<file path="src/rtl/seq_divider.sv">
// Sequential restoring divider: one quotient bit per clock, start/busy/resulton handshake.
// Optional SEQ_DIVIDER_DIVZERO_EN adds a divzero output and a one-cycle shortcut for b == 0.
module seq_divider #(
  parameter int DIVIDEND_W = 10,
  parameter int DIVISOR_W  = 5
) (
  input  logic                  clk,
  input  logic                  rst,
  input  logic                  start,
  input  logic [DIVIDEND_W-1:0] a,
  input  logic [DIVISOR_W-1:0]  b,
  output logic [DIVIDEND_W-1:0] quotient,
  output logic [DIVISOR_W-1:0]  remainder,
  output logic                  busy,
  output logic                  resulton
`ifdef SEQ_DIVIDER_DIVZERO_EN
  ,
  output logic                  divzero
`endif
);

  localparam int CNT_W = $clog2(DIVIDEND_W + 1);

  typedef enum logic [1:0] {
    IDLE,
    BUSY
`ifdef SEQ_DIVIDER_DIVZERO_EN
    ,
    DZERO
`endif
  } state_t;

  state_t                 state, state_nxt;
  logic                   load;
  logic [DIVIDEND_W-1:0]  dvd_sh;
  logic [DIVISOR_W-1:0]   dvs;
  logic [DIVISOR_W:0]     prem;
  logic [CNT_W-1:0]       cnt;

  logic [DIVISOR_W:0]     shifted;
  logic [DIVISOR_W+1:0]   diff;
  logic                   qbit;
  logic [DIVISOR_W:0]     prem_nxt;
  logic [DIVIDEND_W-1:0]  q_nxt;

  always_ff @(posedge clk or posedge rst) begin
    if (rst) state <= IDLE;
    else     state <= state_nxt;
  end

  always_comb begin
    state_nxt = state;
    load      = 1'b0;
    case (state)
      IDLE: begin
        if (start) begin
          load = 1'b1;
`ifdef SEQ_DIVIDER_DIVZERO_EN
          if (b == '0) state_nxt = DZERO;
          else         state_nxt = BUSY;
`else
          state_nxt = BUSY;
`endif
        end
      end
      BUSY: begin
        if (cnt == CNT_W'(1)) state_nxt = IDLE;
      end
`ifdef SEQ_DIVIDER_DIVZERO_EN
      DZERO: state_nxt = IDLE;
`endif
      default: state_nxt = IDLE;
    endcase
  end

  // The quotient bits fill the dividend shift register from the bottom as its MSBs are consumed.
  always_comb begin
    shifted  = {prem[DIVISOR_W-1:0], dvd_sh[DIVIDEND_W-1]};
    diff     = {1'b0, shifted} - {2'b00, dvs};
    qbit     = ~diff[DIVISOR_W+1];
    prem_nxt = qbit ? diff[DIVISOR_W:0] : shifted;
    q_nxt    = {dvd_sh[DIVIDEND_W-2:0], qbit};
  end

  assign busy = (state == BUSY);

  always_ff @(posedge clk or posedge rst) begin
    if (rst) begin
      dvd_sh    <= '0;
      dvs       <= '0;
      prem      <= '0;
      cnt       <= '0;
      quotient  <= '0;
      remainder <= '0;
      resulton  <= 1'b0;
`ifdef SEQ_DIVIDER_DIVZERO_EN
      divzero   <= 1'b0;
`endif
    end else begin
      resulton <= 1'b0;
`ifdef SEQ_DIVIDER_DIVZERO_EN
      divzero  <= 1'b0;
`endif
      if (load) begin
        dvd_sh <= a;
        dvs    <= b;
        prem   <= '0;
        cnt    <= CNT_W'(DIVIDEND_W);
      end else if (state == BUSY) begin
        dvd_sh <= q_nxt;
        prem   <= prem_nxt;
        cnt    <= cnt - CNT_W'(1);
        if (cnt == CNT_W'(1)) begin
          quotient  <= q_nxt;
          remainder <= prem_nxt[DIVISOR_W-1:0];
          resulton  <= 1'b1;
        end
      end
`ifdef SEQ_DIVIDER_DIVZERO_EN
      else if (state == DZERO) begin
        quotient  <= '1;
        remainder <= dvd_sh[DIVISOR_W-1:0];
        resulton  <= 1'b1;
        divzero   <= 1'b1;
      end
`endif
    end
  end

endmodule

</file>
<file path="config.mk">
export PLATFORM = sky130hd
export DESIGN_NAME = seq_divider
export DESIGN_NICKNAME = d
export VERILOG_FILES = /design/src/rtl/seq_divider.sv
export SDC_FILE = /design/constraint.sdc
export NUM_CORES = 1
export LEC_CHECK = 0
export ABC_AREA = 1
export CORE_MARGIN = 3
export CORE_UTILIZATION = 31
export DETAILED_ROUTE_END_ITERATION = 10
export GPL_ROUTABILITY_DRIVEN = 0
export HOLD_SLACK_MARGIN = 0.03
export PLACE_DENSITY = 0.51
export SYNTH_ARGS = -nofsm -noshare
export SYNTH_HDL_FRONTEND = slang
export SYNTH_SLANG_ARGS = --single-unit
</file>
<file path="constraint.sdc">
create_clock -name clk -period 1.9 [get_ports clk]
set_input_delay 0.38 -clock clk [delete_from_list [all_inputs] [get_ports clk]]
set_output_delay 0.38 -clock clk [all_outputs]
set_load 0.03 [all_outputs]
</file>
After elaboration in Yosys (flattened, before gate mapping):

Index checks and enable logic that the tools add are counted.

* reductions and logical operators: 4
* bitwise gates (word level): 2
* equality and inequality tests: 4
* $add $sub $neg: 2
* muxes and demuxes: 15

Operator list (count)
* 10-bit two-way mux: 2
* 5-bit two-way mux: 3
* 4-bit two-way mux: 2
* 6-bit by 5-bit subtractor with 7-bit output: 1
* 1-bit two-way mux: 5
* 4-bit by 1-bit == test with 1-bit output, second input constant: 1
* 2-bit two-way mux: 2
* 2-bit case mux with 2 select lines: 1
* 4-bit by 1-bit subtractor with 4-bit output, second input constant: 1
* 3-bit AND reduction: 1
* 2-bit by 1-bit == test with 1-bit output, second input constant: 1
* 2-bit zero test: 1
* 2-bit by 1-bit inequality test with 1-bit output, second input constant: 1
* 2-bit inequality test, second input constant: 1
* 1-bit inverter: 2
* 2-bit AND reduction: 1
* 2-bit nonzero test: 1

* bits of input ports: 18
* register bits after elaboration: 42
* logic and storage cells: 35
* output and inout bits: 17

Logic depth before layout (Yosys ltp):

Gate-level depths: netlist of the first run.

* depth in word-level cells: 4
* mapped depth: 12
* depth with buffers taken out: 12

Worst setup path before layout of the first run:

No wires, ideal clock.

* kind: register -> register
* start point: register dvd_sh[9]
* end point: register remainder[3]
* setup slack: 0.280 ns
* path buffers: 0
* setup time: 0.117 ns
* data arrival time: 1.504 ns
* cell stages (with the launch flop): 13
* required time: 1.783 ns
* period minus slack after synthesis: 1.620 ns
* cell sequence: dfrtp_1 > inv_1 > ha_1 > inv_1 > fa_1 > nand2_1 > nand2_2 > nand3_4 > nand2_4 > nand2_1 > nand2_1 > nand2_1 > nand2_1

* cells in the longest elaborated chain, start to end: 2

RTL lines
* from (decl): RTL line 35 `logic [DIVIDEND_W-1:0] dvd_sh;`
* from (signal assigned): RTL line 110 `dvd_sh <= q_nxt;`
* 6-bit by 5-bit subtractor with 7-bit output: RTL line 79 `diff = {1'b0, shifted} - {2'b00, dvs};`
* 5-bit two-way mux: RTL line 81 `prem_nxt = qbit ? diff[DIVISOR_W:0] : shifted;`
* to (signal assigned): RTL line 115 `remainder <= prem_nxt[DIVISOR_W-1:0];`
* to (decl): RTL line 13 `output logic [DIVISOR_W-1:0] remainder,`

Every way passes these cells.
A chain may end at the register's enable or synchronous reset.

Worst setup path in the final report of the first run:

* start point: register dvd_sh[9]
* end point: register prem[3]

* cells in the longest elaborated chain, start to end: 4

RTL lines
* 6-bit by 5-bit subtractor with 7-bit output: RTL line 79
* 5-bit two-way mux: RTL line 81
* 5-bit two-way mux: RTL line 109 `end else if (state == BUSY) begin`
* 5-bit two-way mux: RTL line 104 `if (load) begin`
* to (signal assigned): RTL line 111 `prem <= prem_nxt;`
* to (decl): RTL line 37 `logic [DIVISOR_W:0] prem;`

Every way passes these cells. The select of a mux whose other input is x is not followed.

==> flow_summary.toml, run 1 <==
[run_status]
status = "complete, no violations"

[floorplanning]
die_w_um = 85.7
dieArea_mm2 = 0.00735
start_util = 0.327
coreArea_mm2 = 0.00603
pin_count = 35
die_h_um = 85.7
row_count = 28

[synthesis]
ys_seq_area_frac = 0.521
synthAdderAreaFrac = 0.0546
synth_top_cell_area_share = 0.521
synth_xor_area_frac = 0
ys_warn_count = 0
synth_area_leader_cell = "dfrtp_1"
netlist_top_cells_area = "dfrtp_1 52%, nand2_1 10%, ha_1 4.4%, o21ai_2 4.4%, inv_1 4.4%"
synth_mux_area_frac = 0
synth.avg_cell_area_um2 = 9.70
synth_fp_nets = 229
netlist_area_mm2 = 0.00197
synth_compound_area_frac = 0.134
synth_cells = 203
ys_ff_latch = 41
synth_cell_types = 27
yosys.area_share.simple = 0.215
synth_top_family_by_area = "simple AND/OR/NAND/NOR gates"

[hold_path]
hp-class = "in -> async"

[setup_path]
worst_setup_path_start_kind = "flip-flop"
crit_type = "reg -> reg"
arrival_ns = 1.96
reg2reg_depth = 12
endpoint_kind = "flip-flop"
crit_fanout = 7
cp.required_ns = 2.08
reg2reg_to = "prem[3]"
r2r_start = "dvd_sh[9]"
r2r_setup_slack_ns = 0.12

[clock_network]
cts_made_buffers = 5
root_buffer = "clkbuf_8"
h-tree-depth = 2
clkSinkCount = 41
clk_pin_slew_ns = 0.08
clock_path_buffers = 2
cts_tree = "done"
insertion_delay_ns = 0.29

[power_and_ir_drop]
finalPower_uw = 4860
p_leak_uw = 0.00118
peakVddDrop_uv = 680
power_density_mw_per_mm2 = 1920

[detailed_routing]
vias = 1466
first_pass_iters = 4
routedWlPerCell_um = 12.7
drt_iter0_drc = 42
vias_per_cell = 4.60
ant_nets = 0
route.final.wire_length_mm = 4.04
drc_errors = 0

[global_routing]
grt_pass1_wl_mm = 7.19
grt_antenna_before_repair = 0
grt_overflow = 0
grt_pass1_vias = 1481
grt_usage = 0.123
grt_max_degree = 42

[timing]
setup_viol = 0
skew_ns = 0.00439
tns_ns = 0
period_share = 0.935
slew-limit-headroom = 0.769
fin_ws_ns = 0.124
clock.fmax_mhz = 563
min_period_ns = 1.78
worst_pin_slew_ns = 0.347
rsz0062_at_grt = "no"
final_hold_viol_count = 0
slew_viol_final = 0

[placed_design]
io_buffers = 34
dp_cells = 311
dp.final_hpwl_mm = 2.94
place_ws_ns = 0.135

[layout]
register_area_mm2 = 0.00103
multi_input_area_um2 = 797
n_antenna_cell = 0
drive_above_1_share = 0.168
syn_to_final_growth_pct = 28.3
fin_nets = 269
fillers = 603
layoutNonFillerInstCount = 319

[run]
maxCapViolations = 0
==> placed cells by master, fill, tap and decap left out, types with 2 or more instances in the layout <==
| cell | n |
|---|---|
| buf_4 | 4 |
| nor2_1 | 6 |
| a22oi_1 | 2 |
| o221ai_1 | 9 |
| ha_1 | 7 |
| nor2_4 | 2 |
| dfrtp_1 | 41 |
| nand3_1 | 11 |
| inv_2 | 2 |
| o21ai_2 | 10 |
| nand2_1 | 54 |
| nand2_2 | 7 |
| a31oi_1 | 2 |
| nand3b_1 | 2 |
| inv_1 | 23 |
| o21ai_0 | 9 |
| clkdlybuf4s50_1 | 33 |
| clkbuf_8 | 6 |
==> final cells by class <==
cell class / count / share of cell area
multi-input cells: 130 / 0.316
flip-flops and latches: 41 / 0.406
clock buffers: 6 / 0.0327
well taps: 75 / 0.0371
clock inverters: 2 / 0.0149
inverters: 26 / 0.0396
repair buffers: 39 / 0.154
==> sequential cells by signal, indices dropped and copies added (netlist names) <==
name / flops
cnt: 4
resulton: 1
quotient: 10
state: 1
dvd_sh: 10
remainder: 5
dvs: 5
prem: 5
==> worst max path at each step <==
| stage | start | endpoint | slack [ns] |
|---|---|---|---|
| 2_1_floorplan | dvd_sh[9] | remainder[3] | 0.28 |
| 3_3_place_gp | dvd_sh[9] | prem[3] | 0.19 |
| 3_5_place_dp | dvd_sh[9] | prem[3] | 0.13 |
| 4_1_cts | dvd_sh[9] | prem[3] | 0.11 |
| 5_1_grt | dvd_sh[9] | prem[3] | 0.0003 |
| 6_report | dvd_sh[9] | prem[3] | 0.12 |
==> logic make-up (layout without fill, tap and decap cells) <==
family	Yosys count	after routing
AND/OR/NAND/NOR	87	87
flip-flops	41	41
AO/OA/AOI/OAI	35	35
buffers and inverters	32	73
adder cells (fa/ha/maj)	8	8
==> Yosys cell counts (all sizes together) <==
cell    number
a31oi        2
nor2        10
o21ai       19
nand3       12
or2          1
dfrtp       41
ha           7
a21oi        1
fa           1
buf          6
nand2       62
nand3b       2
o221ai       9
o211ai       2
a22oi        2
inv         26
==> power breakdown <==
group          switching, uW  leakage (uW)  internal, uW
sequential               236      0.000495          1300
clock                    301     0.0000574           427
combinational           1560      0.000622          1030
==> per-layer routing <==
layer / track usage / share of wire
met1: 0.173 / 0.48
met2: 0.188 / 0.47
met5: 0 / 0
met4: 0.0388 / 0.015
met3: 0.0307 / 0.034
==> metrics by stage <==
step / area, um^2 / hold slack (ns) / util
2_1_floorplan: 1970 / 0.453 / -
3_3_place_gp: 2400 / 0.467 / 0.399
3_5_place_dp: 2400 / 0.465 / 0.399
4_1_cts: 2520 / 0.452 / 0.419
5_1_grt: 2530 / 0.493 / 0.419
6_report: 2530 / 0.450 / 0.419
==> repair_timing <==
| item | CTS | global route |
|---|---|---|
| setup buffers | 0 | 0 |
| hold buffers | 0 | 0 |
| setup endpoints to repair | 1 | 2 |
| hold endpoints to repair | 0 | 0 |
| gates resized for setup | 1 | 1 |
==> worst max-delay path, stage by stage, from the launching register on <==
cell	delay (ns)
dfrtp_1	0.36
inv_1	0.09
ha_1	0.15
inv_1	0.06
fa_1	0.40
nand2_2	0.09
nand2_2	0.08
nand3_4	0.12
nand2_4	0.08
nand2_1	0.08
nand2_1	0.06
nand2_1	0.06
nand2_1	0.05
Note: power is estimated with default switching activity, not from simulation.
==> run 2: changes to the inputs <==
--- a/config.mk
+++ b/config.mk
@@ -6,6 +6,7 @@
 export NUM_CORES = 1
 export LEC_CHECK = 0
 export ABC_AREA = 1
+export CAP_MARGIN = 10
 export CORE_MARGIN = 3
 export CORE_UTILIZATION = 31
 export DETAILED_ROUTE_END_ITERATION = 10
==> results of run 2 <==
Final layout, timing and power as in run 1 (identical DEF).
==> run 3: changes to the inputs <==
--- a/config.mk
+++ b/config.mk
@@ -9,10 +9,12 @@
 export CAP_MARGIN = 10
 export CORE_MARGIN = 3
 export CORE_UTILIZATION = 31
+export CTS_CLUSTER_SIZE = 16
 export DETAILED_ROUTE_END_ITERATION = 10
 export GPL_ROUTABILITY_DRIVEN = 0
 export HOLD_SLACK_MARGIN = 0.03
 export PLACE_DENSITY = 0.51
+export SLEW_MARGIN = 10
 export SYNTH_ARGS = -nofsm -noshare
 export SYNTH_HDL_FRONTEND = slang
 export SYNTH_SLANG_ARGS = --single-unit
==> results of run 3 <==
Final layout, timing and power as in run 1 (identical DEF).
